[config.mk]
export PLATFORM = sky130hd
export DESIGN_NAME = uart_pixel_packer
export DESIGN_NICKNAME = d
export VERILOG_FILES = /design/src/rtl/uart_pixel_packer.sv
export SDC_FILE = /design/constraint.sdc
export NUM_CORES = 1
export LEC_CHECK = 0
export CAP_MARGIN = 25
export CORE_MARGIN = 8
export CORE_UTILIZATION = 45
export CTS_BUF_LIST = sky130_fd_sc_hd__clkbuf_8 sky130_fd_sc_hd__clkbuf_16
export DETAILED_ROUTE_END_ITERATION = 10
export PLACE_DENSITY = 0.69
export SLEW_MARGIN = 10
export SYNTH_ARGS = -nofsm -noshare
export SYNTH_HDL_FRONTEND = slang
export SYNTH_SLANG_ARGS = --single-unit
[constraint.sdc]
create_clock -name clk -period 3 [get_ports clk]
set_input_delay 0.45 -clock clk [delete_from_list [all_inputs] [get_ports clk]]
set_output_delay 0.45 -clock clk [all_outputs]
set_load 0.01 [all_outputs]
[src/rtl/uart_pixel_packer.sv]
// Byte-stream to 12-bit pixel packer: hunts a 2-byte header, packs byte pairs, counts W*H pixels.
// Optional trailing XOR checksum byte qualifies frame_done when PIX_CHECKSUM_EN is defined.
module uart_pixel_packer #(
  parameter int unsigned W       = 50,
  parameter int unsigned H       = 40,
  parameter logic [7:0]  HDR0    = 8'hAA,
  parameter logic [7:0]  HDR1    = 8'h55,
  parameter int unsigned TIMEOUT = 1000000
) (
  input  logic        clk,
  input  logic        rst,
  input  logic        byte_valid,
  input  logic [7:0]  byte_data,
  output logic        rx_valid,
  output logic [11:0] rx_data,
  output logic        frame_busy,
  output logic        frame_done,
  output logic        frame_err,
  output logic [14:0] pix_cnt
);

  localparam int unsigned NPIX     = W * H;
  localparam int unsigned TOW      = (TIMEOUT > 1) ? $clog2(TIMEOUT) : 1;
  localparam logic [14:0] LAST_PIX = 15'(NPIX);
  localparam logic [TOW-1:0] TO_LAST = TOW'(TIMEOUT - 1);
  localparam bit          TO_EN    = (TIMEOUT != 0);

  typedef enum logic [2:0] {HUNT0, HUNT1, LO, HI, CSUM} state_e;

  state_e          state_q, state_d;
  logic [3:0]      nib_q, nib_d;
  logic            rx_valid_q, rx_valid_d;
  logic [11:0]     rx_data_q, rx_data_d;
  logic            busy_q, busy_d;
  logic            done_q, done_d;
  logic            err_q, err_d;
  logic [14:0]     pix_cnt_q, pix_cnt_d;
  logic [TOW-1:0]  to_cnt_q, to_cnt_d;
  logic [14:0]     pix_next;
`ifdef PIX_CHECKSUM_EN
  logic [7:0]      csum_q, csum_d;
`endif

  assign pix_next = pix_cnt_q + 15'd1;

  // State register and registered outputs
  always_ff @(posedge clk) begin
    if (rst) begin
      state_q    <= HUNT0;
      nib_q      <= '0;
      rx_valid_q <= 1'b0;
      rx_data_q  <= '0;
      busy_q     <= 1'b0;
      done_q     <= 1'b0;
      err_q      <= 1'b0;
      pix_cnt_q  <= '0;
      to_cnt_q   <= '0;
`ifdef PIX_CHECKSUM_EN
      csum_q     <= '0;
`endif
    end else begin
      state_q    <= state_d;
      nib_q      <= nib_d;
      rx_valid_q <= rx_valid_d;
      rx_data_q  <= rx_data_d;
      busy_q     <= busy_d;
      done_q     <= done_d;
      err_q      <= err_d;
      pix_cnt_q  <= pix_cnt_d;
      to_cnt_q   <= to_cnt_d;
`ifdef PIX_CHECKSUM_EN
      csum_q     <= csum_d;
`endif
    end
  end

  // Next-state: byte handling has priority; idle clocks advance the abort counter
  always_comb begin
    state_d    = state_q;
    nib_d      = nib_q;
    rx_valid_d = 1'b0;
    rx_data_d  = rx_data_q;
    busy_d     = busy_q;
    done_d     = 1'b0;
    err_d      = 1'b0;
    pix_cnt_d  = pix_cnt_q;
    to_cnt_d   = '0;
`ifdef PIX_CHECKSUM_EN
    csum_d     = csum_q;
`endif
    if (byte_valid) begin
      case (state_q)
        HUNT0: if (byte_data == HDR0) state_d = HUNT1;
        HUNT1: begin
          if (byte_data == HDR1) begin
            state_d   = LO;
            busy_d    = 1'b1;
            pix_cnt_d = '0;
`ifdef PIX_CHECKSUM_EN
            csum_d    = '0;
`endif
          end else if (byte_data != HDR0) begin
            state_d = HUNT0;
          end
        end
        LO: begin
          nib_d   = byte_data[3:0];
          state_d = HI;
`ifdef PIX_CHECKSUM_EN
          csum_d  = csum_q ^ byte_data;
`endif
        end
        HI: begin
          rx_valid_d = 1'b1;
          rx_data_d  = {nib_q, byte_data};
          pix_cnt_d  = pix_next;
`ifdef PIX_CHECKSUM_EN
          csum_d     = csum_q ^ byte_data;
`endif
          if (pix_next == LAST_PIX) begin
`ifdef PIX_CHECKSUM_EN
            state_d = CSUM;
`else
            done_d  = 1'b1;
            busy_d  = 1'b0;
            state_d = HUNT0;
`endif
          end else begin
            state_d = LO;
          end
        end
`ifdef PIX_CHECKSUM_EN
        CSUM: begin
          done_d  = (byte_data == csum_q);
          err_d   = (byte_data != csum_q);
          busy_d  = 1'b0;
          state_d = HUNT0;
        end
`endif
        default: state_d = HUNT0;
      endcase
    end else if (state_q != HUNT0) begin
      if (TO_EN && (to_cnt_q == TO_LAST)) begin
        err_d     = 1'b1;
        busy_d    = 1'b0;
        pix_cnt_d = '0;
        state_d   = HUNT0;
      end else begin
        to_cnt_d = to_cnt_q + TOW'(1);
      end
    end
  end

  assign rx_valid   = rx_valid_q;
  assign rx_data    = rx_data_q;
  assign frame_busy = busy_q;
  assign frame_done = done_q;
  assign frame_err  = err_q;
  assign pix_cnt    = pix_cnt_q;

endmodule

==> results.cfg, run 1 <==
[route]
routedWlPerCell_um = 13.7
via_per_inst = 5.32
drt_first_pass_iters = 4
drcViolationCount = 0
drt-total-wl_um = 6060
vias = 2353
drt_iter0_drc = 130
postRouteAntennaNets = 0

[floorplan]
die_h_um = 92.4
num_rows = 28
initial_core_util = 0.454
fp.dieW_um = 92.4
core_area_um2 = 5780
die-area_um2 = 8530
ios = 42

[pwr]
power.internal_w = 0.00119
sequentialPowerShare = 0.507
cellPowerDensity_nw_per_um2 = 455
irDropWorstVdd_mv = 0.343
p_leak_nw = 1.02
p_clk_frac = 0.469
finalPower_w = 0.00149
netSwitchingFraction = 0.202
p_sw_w = 0.000302
p_comb_frac = 0.024

[setup_path]
rr_startpoint = to_cnt_q[12]
path_cells = or4b_4, nor4_4, a31oi_2, or3_1, o2bb2ai_1, nor2b_1
cp-start-kind = flop
critPathMaxStageDelay_ns = 0.56
critPathMaxFanout = 7
cp-end-kind = flop
cp_top_family = simple AND/OR/NAND/NOR gates
r2r_setup_slack_ns = 0.79
crit_buf_inv = 0
crit_path_top_delay_cell = or4b_4
cp.required_ns = 3.20
reg2reg_to = pix_cnt[14]
reg2reg_depth = 6
setup.worst_path.class = flop to flop
critPathArrivalTime_ns = 2.41

[timing]
hold_viol = 0
rsz0062_at_grt = false
drv_slew = 0
final.min_clock_period_ns = 2.21
max_freq_mhz = 452
tightest_slew_ns = 0.596
setup_tns_ns = 0
setup_viol = 0
fin_skew_ns = 0.00714
slew_headroom = 0.602
min_period_over_period = 0.737
hold_ws_ns = 0.451

[place]
io_buffers = 41
dp_hpwl_um = 4150
gp_congestion = 0.836
dp_cells = 427

[synthesis]
synth.most_common_cell = dfxtp_1
ys.flop_type = dfxtp_1
ys_ff_latch = 57
synth_common_cells = 57 x dfxtp_1, 45 x nand2_1, 43 x nor2_1
synth_cell_types = 43
synth_area_leader_cell = dfxtp_1
synth_cells = 325
synth_seq_area_share = 0.435
ys_warn_count = 0
async_flop_share = 0
yosysTopAreaCellShare = 0.435
synth_area_per_cell_um2 = 8.07
synth_top_cells_by_area = dfxtp_1 43%, nand2_1 6.4%, nor2_1 6.2%, a21oi_1 5.5%, xor2_1 4.7%
synth_nets = 338
syn_area_um2 = 2620
synth-edff-count = 0

[clock_network]
cts_buffers = 9
worstSkewPairLatency_ns = 0.32
cts_setup_buffers = 0
cts_tree = yes
clk_pin_slew_ns = 0.06
clock_sink_count = 57
root_buffer = clkbuf_8
ctsHoldBuffers = 0
cts_buffer_depth = 2
cts_resized = 0
htreeDepth = 3

[worst_hold_path]
min_to = rx_data[11]
min_path_type = flop to flop
worstHoldStart = rx_data[11]
hold_depth = 2

[flow_run]
cap_violations = 0

[outcome]
outcome = finished clean

[global_routing]
overflow = 0
grt_start_max_net_pins = 39
grt_pass1_wl_um = 10400
first_global_vias = 2240
groute.usage.overall = 0.146
antenna_found_initial = 0

[cells_and_area]
nets = 376
final_cells = 442
drive_above_1_share = 0.0681
fillers = 554
register_area_um2 = 1140
area_growth_pct = 25.2
diodes = 0
multi_input_area_um2 = 1400
-- power groups by stage --
| stage | sequential, W | combinational, W | clock [W] |
|---|---|---|---|
| after global routing | 0.000756 | 0.0000382 | 0.000755 |
| after global placement | 0.000774 | 0.0000355 | 0 |
| after floorplan | 0.000774 | 0.0000142 | 0 |
| after CTS | 0.000757 | 0.0000359 | 0.000721 |
| after detailed placement | 0.000774 | 0.0000357 | 0 |
| final | 0.000757 | 0.0000357 | 0.000700 |
-- per-layer routing --
layer  GRT usage  vias to the layer above  wire (um)
met4      0.0564                        0         57
met1       0.172                     1069       2820
met3      0.0461                        4        324
met5           0                        -          0
met2       0.240                       49       2860
li1            -                     1231          -
-- sequential cells by signal, summed over array words and instances, names as in the netlist --
register	cells
to_cnt_q	20
pix_cnt	15
rx_data	12
nib_q	4
state_q	2
frame_busy	1
frame_done	1
frame_err	1
rx_valid	1
-- tightest hold or removal path, stage by stage (launching register included) --
cell and delay [ns]:
dfxtp_1 0.31, nand2_1 0.05, a21oi_1 0.05
-- through the flow --
stage                     utilization  cell area [um2]  worst slack [ns]
after floorplan                     -             2620             0.943
after global placement          0.534             3090             0.450
after detailed placement        0.534             3090             0.505
after CTS                       0.568             3280             0.774
after global routing            0.568             3280             0.588
final                           0.568             3280             0.789
-- cell families after synthesis --
kind of cell	Yosys count	synth area share
compound gates	62	0.147
xor+xnor	19	0.0634
fa+ha+maj	2	0.00954
buf+inv	22	0.0334
flops	57	0.435
simple gates	163	0.311
-- final cells by class --
class	count	area share
clock inverters	4	0.0133
repair buffers	46	0.136
clock buffers	11	0.0461
inverters	3	0.00343
well taps	75	0.0286
multi-input cells	246	0.425
flip-flops and latches	57	0.347
-- cell usage in the layout, fill, tap and decap left out, types with 3 or more instances in the layout --
cell type,n
dfxtp_1,57
nand2_1,45
nor2_1,43
clkdlybuf4s50_1,41
a21oi_1,29
nand3_1,19
xor2_1,14
clkbuf_8,11
nand4_1,10
and3_1,9
o21ai_0,9
a311oi_1,8
nor3_1,7
xnor2_1,5
buf_4,5
nor2b_1,4
inv_1,4
nand3b_1,4
or3_1,4
nand4b_1,3
o31ai_1,3
nor4_1,3
-- how the worst max path moves through the flow --
stage                 startpoint           to  cells after the start
floorplan           to_cnt_q[12]  pix_cnt[14]                      7
global placement    byte_data[3]  pix_cnt[14]                      7
detailed placement  byte_data[3]  pix_cnt[14]                      7
CTS                 to_cnt_q[12]  pix_cnt[14]                      6
global route          pix_cnt[3]   state_q[1]                      6
finish              to_cnt_q[12]  pix_cnt[14]                      6
Power figures use the tool's default switching activity.
==> run 2, diff against run 1 <==
==> constraint.sdc (replaced) <==
create_clock -name clk -period 2.3 [get_ports clk]
set_input_delay 0.345 -clock clk [delete_from_list [all_inputs] [get_ports clk]]
set_output_delay 0.345 -clock clk [all_outputs]
set_load 0.01 [all_outputs]
==> run 2 against run 1 <==
Effect of this change: worst hold slack improved by 0.0020 ns; global-route usage increased by 1.5 points; clock power is 21% higher; count of clock-buffer cells in the layout increased by 1; critical path depth did not move; final cell count grew 4.5%; combinational power grew 64%; routed wire length rose by 6.9%; total power is 27% higher; core utilization up 2.4 points; highest routed layer unchanged.
==> results.cfg, run 2 (synthesis results as in run 1) <==
[cells_and_area]
fillers = 554
diodes = 0
layout_commonest_cell = dfxtp_1
register_area_um2 = 1140
post-route-util = 0.592
final_area_um2 = 3420
final_cells = 462
multi_input_area_um2 = 1400
nets = 396
drive_above_1_share = 0.121
max_flop_register = to_cnt_q
area_growth_pct = 30.5
final_cell_mix = 57 x dfxtp_1, 45 x nand2_1, 43 x nor2_1
largest_reg_flops = 20

[floorplan]
ios = 42
die-area_um2 = 8530
num_rows = 28
core_area_um2 = 5780
fp.dieW_um = 92.4
die_h_um = 92.4
initial_core_util = 0.454

[global_routing]
groute.usage.overall = 0.161
met2_usage = 0.254
grt_start_max_net_pins = 39
use_met3 = 0.0607
antenna_found_initial = 0
top_usage_layer = met2
grt_pass1_wl_um = 11200
first_global_vias = 2354
overflow = 0
grtUsageMet1 = 0.195

[clock_network]
clk_pin_slew_ns = 0.07
clock_sink_count = 57
ctsHoldBuffers = 0
cts_buffer_depth = 2
cts_buffers = 9
worstSkewPairLatency_ns = 0.33
cts_tree = yes
root_buffer = clkbuf_8
cts_resized = 0
htreeDepth = 3
cts_setup_buffers = 0

[setup_path]
r2r_setup_slack_ns = 0.13
critPathMaxStageDelay_ns = 0.57
cp.required_ns = 2.51
rr_startpoint = to_cnt_q[12]
crit_path_top_delay_cell = or4b_4
reg2reg_depth = 6
cp-startpoint = to_cnt_q[12]
setup.worst_path.class = flop to flop
critPathArrivalTime_ns = 2.39
path_cells = or4b_4, nor4_4, a31oi_2, or3_1, o2bb2ai_1, nor2b_1
critPathMaxFanout = 7
cp-end-kind = flop
cp-start-kind = flop

[timing]
rsz0062_at_grt = false
tightest_slew_ns = 0.487
drv_slew = 0
setup_viol = 0
max_freq_mhz = 460
hold_viol = 0
min_period_over_period = 0.945
final.min_clock_period_ns = 2.17
fin_skew_ns = 0.00504
slew_headroom = 0.675

[pwr]
finalPower_w = 0.00189
cellPowerDensity_nw_per_um2 = 552
irDropWorstVdd_mv = 0.415
netSwitchingFraction = 0.215
p_clk_frac = 0.447
p_leak_nw = 1.12
sequentialPowerShare = 0.522
power.internal_w = 0.00148
p_comb_frac = 0.031
p_sw_w = 0.000406

[worst_hold_path]
min_path_type = flop to flop
worstHoldStart = rx_data[10]
hold_depth = 2

[place]
placed_area_um2 = 3240
dp_hpwl_um = 4500
dp_cells = 447
io_buffers = 41
gp_congestion = 0.848

[outcome]
outcome = finished clean

[flow_run]
cap_violations = 0

[route]
drcViolationCount = 0
postRouteAntennaNets = 0
drt_iter0_drc = 167
via_per_inst = 5.39
vias = 2490
drt_first_pass_iters = 4
routedWlPerCell_um = 14.0
drt-total-wl_um = 6480
run 2: cell types whose count changed in the layout (fill, tap and decap cells not counted):
| cell | before | now |
|---|---|---|
| a211oi_1 | 2 | 1 |
| a211oi_2 | 0 | 1 |
| buf_4 | 5 | 25 |
| bufinv_16 | 1 | 0 |
| clkbuf_8 | 11 | 12 |
| clkinv_2 | 2 | 3 |
| inv_1 | 4 | 3 |
run 2: cell type report:
cell class / instances / area share
multi-input cells: 246 / 0.409
well taps: 75 / 0.0274
clock inverters: 3 / 0.00438
inverters: 3 / 0.00329
repair buffers: 66 / 0.175
clock buffers: 12 / 0.0482
flip-flops and latches: 57 / 0.333
run 2: metal layers:
metal	routed length, um	vias to the layer above
met5	0	-
met4	94	0
met3	378	11
met2	3070	51
met1	2930	1157
li1	-	1271
run 2: worst paths after layout:
path,endpoint
worst max-delay path,pix_cnt[14]
worst max register to register,pix_cnt[14]
worst min register to register,rx_data[10]
worst min-delay path,rx_data[10]
run 2: power groups by stage:
stage           logic, W  registers [W]  clock network, W
3_3_place_gp   0.0000575        0.00101                 0
6_report       0.0000585       0.000987          0.000845
4_1_cts        0.0000580       0.000987          0.000868
2_1_floorplan  0.0000185        0.00101                 0
5_1_grt        0.0000624       0.000986          0.000925
3_5_place_dp   0.0000576        0.00101                 0
run 2: critical path, delay by kind of cell (launching register included):
family | cells | cell delay [ns]
simple gates | 4 | 1.39
flops | 1 | 0.36
compound gates | 2 | 0.31
run 2: through the flow:
step / TNS, ns / hold WS (ns) / worst slack [ns]
floorplan: 0 / 0.432 / 0.243
global placement: -0.484 / 0.443 / -0.126
detailed placement: -0.300 / 0.447 / -0.0910
CTS: 0 / 0.456 / 0.121
global route: 0 / 0.469 / 0.0112
finish: 0 / 0.453 / 0.126
==> run 3, diff against run 2 <==
==> constraint.sdc (replaced) <==
create_clock -name clk -period 2.26 [get_ports clk]
set_input_delay 0.339 -clock clk [delete_from_list [all_inputs] [get_ports clk]]
set_output_delay 0.339 -clock clk [all_outputs]
set_load 0.01 [all_outputs]
==> run 3 against run 2 <==
Effect of this change: worst hold slack better by 0.0022 ns; largest power group unchanged; critical path depth stayed put; clock skew is 0.0045 ns higher; register-to-register slack hardly changed; first-iteration DRC count is 6.6% higher; worst setup slack better by 0.013 ns.
==> results.cfg, run 3 (synthesis results as in run 1) <==
[outcome]
outcome = finished clean

[place]
placed_area_um2 = 3260
gp_congestion = 0.848
pre_cts_slack_ns = -0.106
io_buffers = 41
dp_hpwl_um = 4520

[clock_network]
cts_buffer_depth = 2
clk_pin_slew_ns = 0.06
clock_sink_count = 57
cts_tree = yes
htreeDepth = 3
root_buffer = clkbuf_8
cts_buffers = 9
worstSkewPairLatency_ns = 0.34

[setup_path]
crit_path_top_delay_cell = or4b_4
path_cells = or4b_4, nor4_4, a31oi_2, or3_1, o2bb2ai_1, nor2b_1
cp.required_ns = 2.47
cp-end-kind = flop
cp-startpoint = to_cnt_q[6]
r2r_setup_slack_ns = 0.14
critPathMaxFanout = 7
reg2reg_depth = 6
critPathArrivalTime_ns = 2.33
reg2reg_to = pix_cnt[14]
endpoint = pix_cnt[14]
cp-start-kind = flop
rr_startpoint = to_cnt_q[6]
critPathMaxStageDelay_ns = 0.54
setup.worst_path.class = flop to flop

[timing]
tightest_slew_ns = 0.454
worst_slack_ns = 0.139
final.min_clock_period_ns = 2.12
fin_skew_ns = 0.00954
slew_headroom = 0.697
max_freq_mhz = 471
min_period_over_period = 0.939
rsz0062_at_grt = false
hold_ws_ns = 0.455
setup_viol = 0
hold_viol = 0
drv_slew = 0
setup_tns_ns = 0

[route]
drt_iter0_drc = 178
drt_first_pass_iters = 5
vias = 2486
drt-total-wl_um = 6390
routedWlPerCell_um = 13.7
postRouteAntennaNets = 0
drcViolationCount = 0
via_per_inst = 5.33

[cells_and_area]
nets = 400
diodes = 0
final_area_um2 = 3440
max_flop_register = to_cnt_q
area_growth_pct = 31.0
drive_above_1_share = 0.128
final_cell_mix = 57 x dfxtp_1, 45 x nand2_1, 43 x nor2_1
layout_commonest_cell = dfxtp_1
fillers = 545
largest_reg_flops = 20

[global_routing]
first_global_vias = 2231
groute.usage.overall = 0.151
grt_pass1_wl_um = 10500
overflow = 0
grt_start_max_net_pins = 39
antenna_found_initial = 0

[floorplan]
die_h_um = 92.4
ios = 42
num_rows = 28
core_area_um2 = 5780
initial_core_util = 0.454
die-area_um2 = 8530
fp.dieW_um = 92.4

[flow_run]
cap_violations = 0

[pwr]
finalPower_w = 0.00186
cellPowerDensity_nw_per_um2 = 542
p_leak_nw = 1.13
irDropWorstVdd_mv = 0.377

[worst_hold_path]
min_path_type = flop to flop
[run 3: changes by cell type in the layout (fill, tap and decap cells not counted), sizes merged]
cell	delta
buf	+4
clkbuf	-2
clkinv	+1
inv	+1
[run 3: timing repair]
| item | CTS | global route |
|---|---|---|
| gates resized for setup | 0 | 1 |
| setup buffers | 0 | 1 |
| setup endpoints to repair | 0 | 2 |
| hold buffers | 0 | 0 |
[run 3: worst min path at each step]
stage,from,endpoint,cells after the start
after global placement,rx_data[5],rx_data[5],2
after detailed placement,rx_data[2],rx_data[2],2
after CTS,rx_data[2],rx_data[2],2
after global routing,nib_q[3],rx_data[11],2
final,rx_data[2],rx_data[2],2
after floorplan,nib_q[2],rx_data[10],2
[run 3: per-layer routing]
| metal | global-route usage | up-vias | share of wire |
|---|---|---|---|
| met2 | 0.243 | 54 | 0.47 |
| met3 | 0.0380 | 7 | 0.057 |
| met4 | 0.0765 | 0 | 0.010 |
| met5 | 0 | - | 0 |
| li1 | - | 1272 | - |
| met1 | 0.183 | 1153 | 0.46 |
[run 3: area by class of cell]
cell class                 count  area [um2]  share of cell area
timing repair buffer          70         628               0.183
multi-input combinational    246        1400               0.408
clock inverter                 5        23.8             0.00692
sequential                    57        1140               0.332
clock buffer                  10         138              0.0400
inverter                       3        11.3             0.00328
tap                           75        93.8              0.0273
[run 3: report_power, final]
group          leakage [nW]  switching [W]  total (W)  internal [W]
sequential            0.459   0.0000000737    0.00100       0.00100
clock                0.0929       0.000390   0.000799      0.000409
combinational         0.577      0.0000290  0.0000606     0.0000316
total                  1.13       0.000419    0.00186       0.00144
[run 3: metrics by stage]
stage,util,std cells
final,0.595,466
after global routing,0.595,466
after CTS,0.592,465
after detailed placement,0.564,450
after global placement,0.564,450
after floorplan,-,325
[run 3: critical path: cells and delay by family, from the launching register on]
kind,cells,cell delay (ns)
flip-flops,1,0.35
AO/OA/AOI/OAI,2,0.30
AND/OR/NAND/NOR,4,1.34
